[src/rtl/wb_pkg.sv]
`default_nettype none
// ============================================================================
// Module  : wb_pkg
// Brief   : Shared Wishbone bus types and constants for the CPU master port.
// Revision: 1.0
// ============================================================================
package wb_pkg;

    typedef enum logic [0:0] {
        IDLE   = 1'b0,
        ACTIVE = 1'b1
    } wb_state_e;

    localparam int WB_ADDR_W = 32;
    localparam int WB_DATA_W = 32;

    // RAM slave decodes adr[31:18] against this value.
    localparam logic [13:0] WB_RAM_REGION = 14'h0000;
    localparam logic [31:0] WB_ERR_RDATA  = 32'h0000_0000;

    function automatic logic wb_is_ram(input logic [WB_ADDR_W-1:0] adr);
        return adr[31:18] == WB_RAM_REGION;
    endfunction

endpackage
`default_nettype wire

[src/rtl/wb_timeout_ctr.sv]
`default_nettype none
// ============================================================================
// Module  : wb_timeout_ctr
// Brief   : Saturating bus-cycle counter flagging the last permitted cycle.
// Revision: 1.0
// ============================================================================
module wb_timeout_ctr #(
    parameter int TIMEOUT_CYCLES = 255
) (
    input  logic clk,
    input  logic rst,
    input  logic clr_i,
    input  logic en_i,
    output logic expired_o
);

    generate
        if (TIMEOUT_CYCLES > 0) begin : g_timeout
            localparam int CW = $clog2(TIMEOUT_CYCLES + 1);
            localparam logic [CW-1:0] C_MAX  = CW'(TIMEOUT_CYCLES);
            localparam logic [CW-1:0] C_LAST = CW'(TIMEOUT_CYCLES - 1);

            logic [CW-1:0] cnt_q;

            always_ff @(posedge clk or posedge rst) begin
                if (rst) begin
                    cnt_q <= '0;
                end else if (clr_i) begin
                    cnt_q <= '0;
                end else if (en_i && (cnt_q != C_MAX)) begin
                    cnt_q <= cnt_q + CW'(1);
                end
            end

            // Flag the final allowed cycle so termination lands exactly
            // TIMEOUT_CYCLES cycles after the bus cycle opens.
            assign expired_o = en_i && (cnt_q == C_LAST);
        end else begin : g_no_timeout
            assign expired_o = 1'b0;
        end
    endgenerate

endmodule
`default_nettype wire

[src/rtl/wb_master_port.sv]
`default_nettype none
// ============================================================================
// Module  : wb_master_port
// Brief   : CPU-side Wishbone classic initiator, one single-beat cycle at a time.
// Revision: 1.0
// ============================================================================
module wb_master_port
    import wb_pkg::*;
#(
    parameter int TIMEOUT_CYCLES = 255,
    parameter int ADDR_W         = WB_ADDR_W,
    parameter int DATA_W         = WB_DATA_W
) (
    input  logic                clk,
    input  logic                rst,
    input  logic                cpu_req,
    input  logic                cpu_we,
    input  logic [ADDR_W-1:0]   cpu_addr,
    input  logic [DATA_W-1:0]   cpu_wdata,
    input  logic [DATA_W/8-1:0] cpu_sel,
    output logic                cpu_busy,
    output logic                cpu_done,
    output logic                cpu_err,
    output logic [DATA_W-1:0]   cpu_rdata,
    output logic [ADDR_W-1:0]   wb_adr_o,
    output logic [DATA_W-1:0]   wb_dat_o,
    output logic                wb_we_o,
    output logic [DATA_W/8-1:0] wb_sel_o,
    output logic                wb_cyc_o,
    output logic                wb_stb_o,
    input  logic [DATA_W-1:0]   wb_dat_i,
    input  logic                wb_ack_i,
    input  logic                wb_err_i
);

    localparam int SEL_W = DATA_W / 8;

    wb_state_e          state_q, state_d;
    logic [ADDR_W-1:0]  adr_q, adr_d;
    logic [DATA_W-1:0]  dat_q, dat_d;
    logic               we_q, we_d;
    logic [SEL_W-1:0]   sel_q, sel_d;
    logic [DATA_W-1:0]  rdata_q, rdata_d;
    logic               done_q, done_d;
    logic               err_q, err_d;
    logic               ctr_clr, ctr_en, ctr_expired;

    // Byte lanes come from cpu_sel, so the low address bits carry no information.
    logic w_unused_addr_lo;
    assign w_unused_addr_lo = ^cpu_addr[1:0];

    wb_timeout_ctr #(
        .TIMEOUT_CYCLES (TIMEOUT_CYCLES)
    ) u_timeout (
        .clk       (clk),
        .rst       (rst),
        .clr_i     (ctr_clr),
        .en_i      (ctr_en),
        .expired_o (ctr_expired)
    );

    always_ff @(posedge clk or posedge rst) begin
        if (rst) begin
            state_q <= IDLE;
            adr_q   <= '0;
            dat_q   <= '0;
            we_q    <= 1'b0;
            sel_q   <= '0;
            rdata_q <= '0;
            done_q  <= 1'b0;
            err_q   <= 1'b0;
        end else begin
            state_q <= state_d;
            adr_q   <= adr_d;
            dat_q   <= dat_d;
            we_q    <= we_d;
            sel_q   <= sel_d;
            rdata_q <= rdata_d;
            done_q  <= done_d;
            err_q   <= err_d;
        end
    end

    always_comb begin
        state_d = state_q;
        adr_d   = adr_q;
        dat_d   = dat_q;
        we_d    = we_q;
        sel_d   = sel_q;
        rdata_d = rdata_q;
        done_d  = 1'b0;
        err_d   = 1'b0;
        ctr_clr = 1'b0;
        ctr_en  = 1'b0;
        case (state_q)
            IDLE: begin
                if (cpu_req) begin
                    adr_d   = {cpu_addr[ADDR_W-1:2], 2'b00};
                    dat_d   = cpu_wdata;
                    we_d    = cpu_we;
                    sel_d   = cpu_sel;
                    ctr_clr = 1'b1;
                    state_d = ACTIVE;
                end
            end
            ACTIVE: begin
                ctr_en = 1'b1;
                // Error outranks ack, ack outranks the timeout.
                if (wb_err_i || (!wb_ack_i && ctr_expired)) begin
                    state_d = IDLE;
                    done_d  = 1'b1;
                    err_d   = 1'b1;
                    if (!we_q) begin
                        rdata_d = DATA_W'(WB_ERR_RDATA);
                    end
                end else if (wb_ack_i) begin
                    state_d = IDLE;
                    done_d  = 1'b1;
                    if (!we_q) begin
                        rdata_d = wb_dat_i;
                    end
                end
            end
            default: state_d = IDLE;
        endcase
    end

    assign cpu_busy  = (state_q == ACTIVE);
    assign wb_cyc_o  = (state_q == ACTIVE);
    assign wb_stb_o  = (state_q == ACTIVE);
    assign cpu_done  = done_q;
    assign cpu_err   = err_q;
    assign cpu_rdata = rdata_q;
    assign wb_adr_o  = adr_q;
    assign wb_dat_o  = dat_q;
    assign wb_we_o   = we_q;
    assign wb_sel_o  = sel_q;

endmodule
`default_nettype wire

[config.mk]
export PLATFORM = sky130hd
export DESIGN_NAME = wb_master_port
export DESIGN_NICKNAME = d
export VERILOG_FILES = /design/src/rtl/wb_pkg.sv /design/src/rtl/wb_timeout_ctr.sv /design/src/rtl/wb_master_port.sv
export SDC_FILE = /design/constraint.sdc
export NUM_CORES = 1
export LEC_CHECK = 0
export BUFFER_PORTS_ARGS = -buffer_cell sky130_fd_sc_hd__buf_2
export CAP_MARGIN = 20
export CORE_MARGIN = 2
export CORE_UTILIZATION = 32
export CTS_BUF_LIST = sky130_fd_sc_hd__clkbuf_16
export DETAILED_ROUTE_END_ITERATION = 8
export REMOVE_ABC_BUFFERS = 1
export SLEW_MARGIN = 20
export SYNTH_ARGS = -nofsm -noshare
export SYNTH_HDL_FRONTEND = slang
export SYNTH_HIERARCHICAL = 1
export SYNTH_SLANG_ARGS = --single-unit
[constraint.sdc]
create_clock -name clk -period 6.67 [get_ports clk]
set_input_delay 1.6675 -clock clk [delete_from_list [all_inputs] [get_ports clk]]
set_output_delay 1.6675 -clock clk [all_outputs]
set_load 0.01 [all_outputs]
==> impl_metrics.env <==
export IMPL_vias_per_cell=4.82
export IMPL_antenna_cells=0
export IMPL_wl_per_cell_um=15.8
export IMPL_critPathLaunchType="input port"
export IMPL_async_flop_share=1.00
export IMPL_endpoint="wb_dat_o[22]$_DFFE_PP0P_"
export IMPL_hpwl_um=8430
export IMPL_cts_hold_buf=0
export IMPL_r2r_end="cpu_rdata[12]$_DFFE_PP0P_"
export IMPL_hold_path_class="reg -> reg"
export IMPL_synth_top_flop_cell="dfrtp_1"
export IMPL_worst_slew_pin_slew_ns=1.08
export IMPL_cts_buffers=9
export IMPL_slew_headroom=0.282
export IMPL_path_clk_slew_ns=0.08
export IMPL_synth_top_family_by_area="multiplexers"
export IMPL_status="finished clean"
export IMPL_leakage_nw=3.19
export IMPL_drc=0
export IMPL_crit_path_max_incr_delay_ns=0.73
export IMPL_synth_compound_area_frac=0.0709
export IMPL_layout_cells_non_filler=772
export IMPL_cts_tree="built"
export IMPL_synth_most_common_cell="dfrtp_1"
export IMPL_area_growth_pct=29.9
export IMPL_dp_cells=756
export IMPL_timing_final_crit_share=0.429
export IMPL_dieArea_mm2=0.0162
export IMPL_whs_ns=0.504
export IMPL_slew_violations=0
export IMPL_fin_crit_ns=2.86
export IMPL_coreArea_mm2=0.0150
export IMPL_htreeDepth=3
export IMPL_crit_path_max_fanout=76
export IMPL_ant_nets=0
export IMPL_worstPathCellList="buf_2 > nor2b_4 > buf_4 > mux2_2"
export IMPL_port_buffers=207
export IMPL_synthMuxAreaShare=0.165
export IMPL_synth_edf_count=0
export IMPL_start_util=0.323
export IMPL_drive_gt1_frac=0.507
export IMPL_yosys_warnings=6
export IMPL_clk_latency_ns=0.35
export IMPL_yosys_top_cells_area="dfrtp_1, mux2_2, or4b_1"
export IMPL_dieHeight_um=127
export IMPL_synth_common_cells="dfrtp_1, inv_1, mux2_2"
export IMPL_setup_viol=0
export IMPL_dr_total_vias=3722
export IMPL_grt_max_degree=77
export IMPL_r2r_start="u_timeout/g_timeout.cnt_q[5]$_DFFE_PP0P_"
export IMPL_drv_cap=0
export IMPL_worst_ir_drop_vdd_mv=0.114
export IMPL_dr_pass1_iters=4
export IMPL_critical_path_slowest_cell="buf_4"
export IMPL_clockBufferDepth=2
export IMPL_drt_total_wl_um=12200
export IMPL_rsz0062_at_grt="false"
export IMPL_cp_required_ns=6.90
export IMPL_cts_root_buf="clkbuf_16"
export IMPL_globalRouteOverflowTotal=0
export IMPL_antenna_found_initial=0
export IMPL_nets=687
export IMPL_grt_pass1_wl_um=19300
export IMPL_synth_top_cell_area_share=0.567
export IMPL_startpoint="cpu_req"
export IMPL_ioPinCount=212
export IMPL_die_x_um=127
export IMPL_synthesis_area_mm2=0.00485
export IMPL_hold_violations=0
export IMPL_fin_skew_ns=0.00589
export IMPL_cp_arrival_ns=3.09
export IMPL_synth_simple_gate_area_frac=0.102
export IMPL_fin_setup_tns_ns=0
export IMPL_synth_fa_ha_area_frac=0.00516
export IMPL_avgSynthCellArea_um2=12.6
export IMPL_placementRows=45
export IMPL_path_class="in -> reg"
export IMPL_seq_area_frac_synth=0.567
export IMPL_syn_instance_count=386
export IMPL_cp_end_kind="flip-flop"
export IMPL_reg2reg_setup_slack_ns=4.48
export IMPL_drt_iter0_markers=97
export IMPL_yosys_area_share_xor_xnor=0.00181
export IMPL_reg2regPathDepth=5
export IMPL_fin_util=0.419
export IMPL_synth_cell_types=34
export IMPL_p_per_area_mw_per_mm2=336
export IMPL_clock_sinks=110
export IMPL_grt_pass1_vias=3797
export IMPL_place_congestion=0.818
export IMPL_cts_resized=0
export IMPL_groute_usage_overall=0.152
export IMPL_fmax_ghz=0.350
export IMPL_post_cts_buffers=0
export IMPL_synth_top_area_cell="dfrtp_1"
export IMPL_synth_seq_cells=110
state kept, by name, indices dropped and copies added, names as in the netlist:
register and cells:
wb_dat_o 32, cpu_err 1, wb_we_o 1, cpu_busy 1, wb_adr_o 30, cpu_done 1
u_timeout/g_timeout.cnt_q 8, wb_sel_o 4, cpu_rdata 32
through the flow:
stage | setup slack [ns] | power (mW) | cell area, µm²
after global routing | 3.71 | 2.25 | 6300
after CTS | 3.79 | 2.15 | 6300
after detailed placement | 3.44 | 1.60 | 6010
after global placement | 3.49 | 1.57 | 6010
final | 3.81 | 2.12 | 6300
after floorplan | 0.882 | 1.31 | 4690
layer usage:
layer  share of wire  global-route usage
met5               0                   0
met2            0.46               0.243
met4           0.021              0.0705
met3           0.095              0.0570
met1            0.43               0.182
logic make-up (layout without fill, tap and decap cells):
group / count (synthesis) / in the layout
xor+xnor: 1 / 1
mux: 68 / 68
simple gates: 64 / 64
compound gates: 42 / 42
buf+inv: 98 / 295
flops: 110 / 110
other cells: 1 / 2
fa+ha+maj: 2 / 2
worst min path at each step:
stage	start	end	depth (start not counted)
after floorplan	u_timeout/g_timeout.cnt_q[1]$_DFFE_PP0P_	u_timeout/g_timeout.cnt_q[1]$_DFFE_PP0P_	2
after global placement	wb_dat_o[10]$_DFFE_PP0P_	wb_dat_o[10]$_DFFE_PP0P_	1
after detailed placement	wb_dat_o[11]$_DFFE_PP0P_	wb_dat_o[11]$_DFFE_PP0P_	1
after CTS	wb_dat_o[14]$_DFFE_PP0P_	wb_dat_o[14]$_DFFE_PP0P_	1
after global routing	wb_dat_o[14]$_DFFE_PP0P_	wb_dat_o[14]$_DFFE_PP0P_	1
final	wb_adr_o[23]$_DFFE_PP0P_	wb_adr_o[23]$_DFFE_PP0P_	1
cells in the final DEF, fill, tap and decap left out, drive strengths merged, types with 2 or more instances in the layout:
cell type / instances
nand3: 5
nor2b: 4
mux2: 67
o221ai: 32
buf: 211
ha: 2
and4: 2
conb: 2
and3: 2
clkinvlp: 2
or4b: 32
o21ai: 3
inv: 71
clkbuf: 9
dfrtp: 110
nor3: 4
a21oi: 2
nor2: 9
nand4: 2
final cells by class:
type                       instances  area, µm²
clock buffer                       9        225
clock inverter                     7       72.6
fill                            1423       8730
inverter                          68        258
multi-input combinational        179       1690
sequential                       110       2750
tap                              188        235
timing repair buffer             211       1070
report_power, final:
group          total [mW]  switching [mW]  internal [mW]
Sequential          0.963           0.119          0.844
Combinational       0.615           0.299          0.317
Clock               0.540           0.247          0.293
worst max-delay path, delay by kind of cell:
kind / cells / cell delay [ns]
buf+inv: 2 / 0.81
mux: 1 / 0.42
simple gates: 1 / 0.11
No activity file was read; power rests on OpenSTA's default activity.
